===== config.mk =====
export PLATFORM = sky130hd
export DESIGN_NAME = ram_readback_fsm
export DESIGN_NICKNAME = d
export VERILOG_FILES = /design/src/rtl/ram_readback_fsm.sv
export SDC_FILE = /design/constraint.sdc
export NUM_CORES = 1
export LEC_CHECK = 0
export ABC_AREA = 1
export BUFFER_PORTS_ARGS = -buffer_cell sky130_fd_sc_hd__buf_4
export CORE_MARGIN = 10
export CORE_UTILIZATION = 35
export CTS_CLUSTER_DIAMETER = 80
export DETAILED_ROUTE_END_ITERATION = 16
export PLACE_DENSITY = 0.61
export SYNTH_ARGS = -nofsm -noshare
export SYNTH_HDL_FRONTEND = slang
export SYNTH_SLANG_ARGS = --single-unit

===== constraint.sdc =====
create_clock -name clock -period 3.1 [get_ports clock]
set_input_delay 0.465 -clock clock [delete_from_list [all_inputs] [get_ports clock]]
set_output_delay 0.465 -clock clock [all_outputs]
set_load 0.05 [all_outputs]

===== src/rtl/ram_readback_fsm.sv =====
// ram_readback_fsm
//
// Read-side companion to the RAM write FSM. After the writer fills the shared
// single-port RAM, this block reads every address in ascending order. Each
// word is shown on the LEDs for HOLD_CYCLES enabled cycles and compared with
// the writer's pattern. Any mismatching word sets a sticky red LED and
// increments the per-sweep error count.
//
// RAM read protocol: o_rd_en is a one-cycle strobe. It is asserted only in
// ISSUE, with o_rd_addr valid in that same cycle. i_rd_data is valid exactly
// one cycle later, in WAIT. Only one read is ever outstanding, so no
// back-pressure exists on either side.
//
// Ports:
//   clock        in   1         system clock, rising edge
//   i_reset      in   1         asynchronous active-high reset
//   i_start      in   1         starts a sweep; sampled in IDLE and DONE only
//   i_enable     in   1         display-advance enable; low freezes SHOW
//   o_rd_en      out  1         RAM read strobe
//   o_rd_addr    out  ADDR_W    RAM read address (meaningful with o_rd_en)
//   i_rd_data    in   DATA_W    RAM read data, one cycle after o_rd_en
//   o_leds       out  DATA_W    last word read
//   o_led_r      out  1         sticky mismatch flag for the current sweep
//   o_err_count  out  ADDR_W+1  mismatching words in the current sweep
//   o_busy       out  1         high in ISSUE, WAIT and SHOW
//   o_done       out  1         high in DONE
//   o_state_dbg  out  3         current FSM state encoding
module ram_readback_fsm #(
   parameter int unsigned        ADDR_W      = 4,
   parameter int unsigned        DATA_W      = 4,
   parameter logic [DATA_W-1:0]  PATTERN     = DATA_W'(4'hA),
   parameter int unsigned        HOLD_CYCLES = 4
) (
   input  logic              clock,
   input  logic              i_reset,
   input  logic              i_start,
   input  logic              i_enable,
   output logic              o_rd_en,
   output logic [ADDR_W-1:0] o_rd_addr,
   input  logic [DATA_W-1:0] i_rd_data,
   output logic [DATA_W-1:0] o_leds,
   output logic              o_led_r,
   output logic [ADDR_W:0]   o_err_count,
   output logic              o_busy,
   output logic              o_done,
   output logic [2:0]        o_state_dbg
);

   typedef enum logic [2:0] {
      S_IDLE  = 3'd0,
      S_ISSUE = 3'd1,
      S_WAIT  = 3'd2,
      S_SHOW  = 3'd3,
      S_DONE  = 3'd4
   } state_t;

   // The hold counter only needs to reach HOLD_CYCLES-1.
   localparam int unsigned       HC_W      = (HOLD_CYCLES > 1) ? $clog2(HOLD_CYCLES) : 1;
   localparam logic [HC_W-1:0]   HOLD_LAST = HC_W'(HOLD_CYCLES - 1);
   localparam logic [HC_W-1:0]   HOLD_ONE  = HC_W'(1);
   localparam logic [ADDR_W-1:0] ADDR_LAST = '1;
   localparam logic [ADDR_W-1:0] ADDR_ONE  = ADDR_W'(1);
   localparam logic [ADDR_W:0]   ERR_ONE   = (ADDR_W + 1)'(1);

   state_t              state_q, state_d;
   logic [ADDR_W-1:0]   addr_q,  addr_d;
   logic [HC_W-1:0]     hold_q,  hold_d;
   logic [DATA_W-1:0]   leds_q,  leds_d;
   logic                led_r_q, led_r_d;
   logic [ADDR_W:0]     err_q,   err_d;
   logic [DATA_W-1:0]   expected_w;

   // The address is zero-extended or truncated to the word width before the
   // pattern is applied, matching what the writer stores.
   assign expected_w = DATA_W'(addr_q) ^ PATTERN;

   always_ff @(posedge clock or posedge i_reset) begin
      if (i_reset) begin
         state_q <= S_IDLE;
         addr_q  <= '0;
         hold_q  <= '0;
         leds_q  <= '0;
         led_r_q <= 1'b0;
         err_q   <= '0;
      end else begin
         state_q <= state_d;
         addr_q  <= addr_d;
         hold_q  <= hold_d;
         leds_q  <= leds_d;
         led_r_q <= led_r_d;
         err_q   <= err_d;
      end
   end

   always_comb begin
      state_d = state_q;
      addr_d  = addr_q;
      hold_d  = hold_q;
      leds_d  = leds_q;
      led_r_d = led_r_q;
      err_d   = err_q;

      case (state_q)
         // DONE restarts exactly like IDLE, including clearing the error state.
         // The LEDs keep showing the previous word until the first new read lands.
         S_IDLE, S_DONE: begin
            if (i_start) begin
               state_d = S_ISSUE;
               addr_d  = '0;
               led_r_d = 1'b0;
               err_d   = '0;
            end
         end

         // ISSUE and WAIT ignore i_enable so that a read is never abandoned.
         S_ISSUE: begin
            state_d = S_WAIT;
         end

         S_WAIT: begin
            leds_d = i_rd_data;
            hold_d = '0;
            if (i_rd_data != expected_w) begin
               err_d   = err_q + ERR_ONE;
               led_r_d = 1'b1;
            end
            state_d = S_SHOW;
         end

         S_SHOW: begin
            if (i_enable) begin
               if (hold_q == HOLD_LAST) begin
                  if (addr_q == ADDR_LAST) begin
                     state_d = S_DONE;
                  end else begin
                     addr_d  = addr_q + ADDR_ONE;
                     state_d = S_ISSUE;
                  end
               end else begin
                  hold_d = hold_q + HOLD_ONE;
               end
            end
         end

         default: begin
            state_d = S_IDLE;
         end
      endcase
   end

   assign o_rd_en     = (state_q == S_ISSUE);
   assign o_rd_addr   = addr_q;
   assign o_leds      = leds_q;
   assign o_led_r     = led_r_q;
   assign o_err_count = err_q;
   assign o_busy      = (state_q == S_ISSUE) || (state_q == S_WAIT) || (state_q == S_SHOW);
   assign o_done      = (state_q == S_DONE);
   assign o_state_dbg = state_q;

endmodule


# After elaboration in Yosys (flattened, before gate mapping)
# Index checks and enable logic that the tools add are counted.
word_totals:
  wordCells: 53
  ramBits: 0
  latchBits: 0
  output_inout_bits: 20
  mem_count: 0
  register_bits: 19
  mem_bits_ro: 0
op_classes:
  n_bitwise: 1
  n_eq_ne: 13
  n_addsub: 3
  n_div: 0
  reduce_logical: 11
  n_mul: 0
  order_cmp: 0
  shift: 0
  mux: 19
op_table:
  columns: ["op", "count"]
  rows:
  - ["two-way mux 4 bit", 4]
  - ["two-way mux 3 bit", 4]
  - ["!= test 2 bit (second input constant)", 6]
  - ["case mux 3 bit (4 select lines)", 1]
  - ["two-way mux 5 bit", 2]
  - ["case mux 5 bit (2 select lines)", 1]
  - ["AND reduction 3 bit", 3]
  - ["case mux 4 bit (2 select lines)", 1]
  - ["== test 3 x 2 -> 1 bit (second input constant)", 2]
  - ["nonzero test 2 bit", 3]
  - ["adder 5 x 1 -> 5 bit (second input constant)", 1]
  - ["AND reduction 5 bit", 1]
  - ["adder 4 x 1 -> 4 bit (second input constant)", 1]
  - ["== test 4 bit (second input constant)", 1]
  - ["two-way mux 2 bit", 2]
  - ["!= test 4 bit", 1]
  - ["case mux 2 bit (2 select lines)", 1]
  - ["== test 3 x 1 -> 1 bit (second input constant)", 1]
  - ["== test 3 bit (second input constant)", 1]
  - ["zero test 3 bit", 1]
  - ["adder 2 x 1 -> 2 bit (second input constant)", 1]
  - ["== test 2 bit (second input constant)", 1]
  - ["logical OR 1 bit", 2]
  - ["two-way mux 1 bit", 2]
  - ["3 further kinds", 3]

# Longest topological paths before layout
logic_depth:
  word_depth: 5
  mapped_depth: 8
  ltp_nobuf: 8

# Least setup slack after synthesis
# No wires, ideal clock.
synth_path:
  path_type: "reg-to-output"
  from: "register state_q[1] (netlist: o_state_dbg[1])"
  to: "output o_busy"
  arrival_ps: 1862
  n_path_buf: 0
  setup_slack_ps: 773
  path_stages_with_launch: 3
  path_cell_list: "dfrtp_1 > inv_2 > o21ai_0"
synth_via:
  elab_chain_len: 3
  elab_cells_between_ends: 5
  cone_classes: "3 x eq/ne; 2 x reduce/logical"
synth_rtl:
  columns: ["item", "line", "source"]
  rows:
  - ["start: declaration", "65", "state_t state_q, state_d;"]
  - ["start signal: assignment", "86", "state_q <= state_d;"]
  - ["== test 3 x 1 -> 1 bit / == test 3 x 2 -> 1 bit (equally long branches)", "156", "assign o_busy = (state_q == S_ISSUE) || (state_q == S_WAIT) || (state_q == S_SHOW);"]
  - ["logical OR 1 bit", "156", null]
  - ["logical OR 1 bit (*)", "156", null]
  - ["end: declaration", "44", "output logic o_busy,"]
# Mark *: on every way between the ends. The rest lies on a longest branch, timed or not.

# Worst setup path in the final report
layout_path:
  from: "register state_q[2] (netlist: o_state_dbg[2])"
  to: "output o_rd_en"
layout_via:
  elab_chain_len: 1
layout_rtl:
  columns: ["item", "line", "source"]
  rows:
  - ["== test 3 x 1 -> 1 bit", "151", "assign o_rd_en = (state_q == S_ISSUE);"]
  - ["end: declaration", "38", "output logic o_rd_en,"]
# Every way passes these cells.

==> qor.yml <==
status: "complete, no violations"
crit_fanout: 4
cts_resized: 0
avgRoutedWirePerCell_um: 11.81
required_ns: 2.63
htree_num_levels: 1
num_io_pins: 28
core_area_sq_um: 3028
relSlewSlack_pct: 49.69
netlist_instances: 145
finish.net_count: 186
post_cts_buffers: 0
postCtsHoldBufs: 0
nFillCells: 308
p_leak_uw: 0.0007521
ys_seq_area_share_pct: 42.99
portBuffers: 27
design_power_total_uw: 1514
die_h_um: 76.22
avgSynthCellArea_sq_um: 7.628
grt_usage_pct: 8.930
period_minus_slack_ns: 1.706
synth_edf_count: 0
post_synth_num_cell_types: 24
ys.flop_type: "dfrtp_1"
drc: 0
firstDrtPassIters: 5
r2r-start: "o_state_dbg[2]"
syn2layout_area_growth_pct: 24.32
multi_input_area_sq_um: 528.0
cp-start-kind: "register"
cts_root_buf: "clkbuf_4"
finClkSkew_ns: 0.007593
cts_buffer_depth: 2
critical_path_class: "register to primary output"
min_period_over_period_pct: 55.03
postLayoutCoreUtil_pct: 45.41
num_vias: 994
rsz0062_at_grt: "no"
rows: 20
worstMarginPinSlew_ns: 0.7538
power_density_nw_per_um2: 1101
die-area_sq_um: 5809
synth_area_sq_um: 1106
drive_gt1_share_pct: 24.14
finalHoldViolCount: 0
drt_iter0_drc: 53
slew_violations: 0
r2r_slack_ns: 1.62
synth.area.top_cells: "dfrtp_1 (43%), nand2_1 (15%), inv_1 (6.4%)"
diodes: 0
final_cell_area_sq_um: 1375
min_path_type: "input port to async pin"
finalNonFillerCells: 218
synth.most_common_cell: "nand2_1"
synth_top_area_share_pct: 42.99
tns_ns: 0
peakVddDrop_mv: 0.3250
cts_made_buffers: 3
ys_seq_elements: 19
reg2reg_to: "o_err_count[2]"
clock_latency_ns: 0.31
ff2ff_path_depth: 6
place_congestion: 0.8145
dpl.cell_count: 214
worst_ep_arrival_time_ns: 1.24
synth_fp_nets: 156
antenna_found_initial: 0
setup_viol: 0
viasPerCell: 4.560
worstSetupEndpointType: "primary output"
seq_area_sq_um: 475.5
start_util_pct: 36.53
clk_pin_slew_ns: 0.12
grt_start_max_net_pins: 20
clock_sinks: 19
synth_area_leader_cell: "dfrtp_1"
grt_pass1_vias: 1036
dieWidth_um: 76.22
drtAntennaViolNets: 0
maxCapViolCount: 0
drt-total-wl_mm: 2.574
timing.fmax_mhz: 586.2
tritoncts: "built"
dp_hpwl_mm: 2.057
grt_pass1_wl_mm: 4.498
ys.warnings.count: 0
synth_common_cells: "nand2_1 (44), dfrtp_1 (19), inv_1 (19), nor2_1 (12)"
async_flop_share_pct: 100.0
placed_area_sq_um: 1348
overflow: 0
[sequential cells by signal, summed over array words and instances, names as in the netlist]
register	cells
o_led_r	1
o_leds	4
hold_q	2
o_state_dbg	3
o_err_count	5
o_rd_addr	4
[worst max-delay path by stage]
stage / startpoint / end / slack, ns
after floorplan: o_state_dbg[1] / o_busy / 0.77
after global placement: o_state_dbg[2] / o_err_count[3] / 1.66
after detailed placement: o_state_dbg[0] / o_err_count[3] / 1.62
after CTS: o_state_dbg[2] / o_rd_en / 1.39
after global routing: o_state_dbg[2] / o_rd_en / 1.30
final: o_state_dbg[2] / o_rd_en / 1.39
[logic make-up (layout without fill, tap and decap cells)]
logic type                 after synthesis  count (layout)  synth area share, %
DFF                                     19              19                42.99
xor gates and xnor gates                 3               3                2.376
adders and majority gates                3               3                3.394
AOI/OAI and AO/OA                       15              15                7.693
and+or+nand+nor                         80              80                34.28
buffers and inverters                   25              54                9.275
[report_power, final]
group | switching, uW | internal, uW
Clock | 82.8 | 48.2
Combinational | 675 | 279
Sequential | 91.7 | 337
[per-layer routing]
| metal | share of wire [%] | up-vias | GRT usage [%] |
|---|---|---|---|
| met3 | 6.2 | 4 | 3.184 |
| met1 | 44 | 452 | 10.07 |
| li1 | - | 519 | - |
| met5 | 0 | - | 0 |
| met4 | 0.85 | 0 | 2.230 |
| met2 | 49 | 19 | 15.56 |
[final cells by class]
cell class	instances	share of cell area, %
Tap cell	44	4.004
Inverter	23	6.278
Clock buffer	3	1.638
Clock inverter	1	0.3640
Sequential cell	19	34.58
Timing Repair Buffer	27	14.74
Multi-Input combinational cell	101	38.40
[layout by cell type, fill, tap and decap left out, drive strengths merged]
cell type,n
o21ai,13
clkinv,1
buf,27
dfrtp,19
o21bai,1
nor3b,1
nand2,46
xor2,2
or2,1
clkbuf,3
nor2,13
xnor2,1
nand3b,1
a21oi,1
inv,23
nand3,10
ha,3
nand4,8
[stage by stage]
step / hold slack, ns / worst slack, ns
global route: 0.3482 / 1.299
CTS: 0.3141 / 1.394
floorplan: 0.4161 / 0.7731
detailed placement: 0.4724 / 1.623
finish: 0.2773 / 1.394
global placement: 0.4764 / 1.665
[worst max-delay path, stage by stage, from the launching register on]
cell	delay, ns
dfrtp_1	0.43
inv_2	0.10
nand2_1	0.06
nor2_1	0.13
buf_4	0.22
Power figures use the tool's default switching activity.
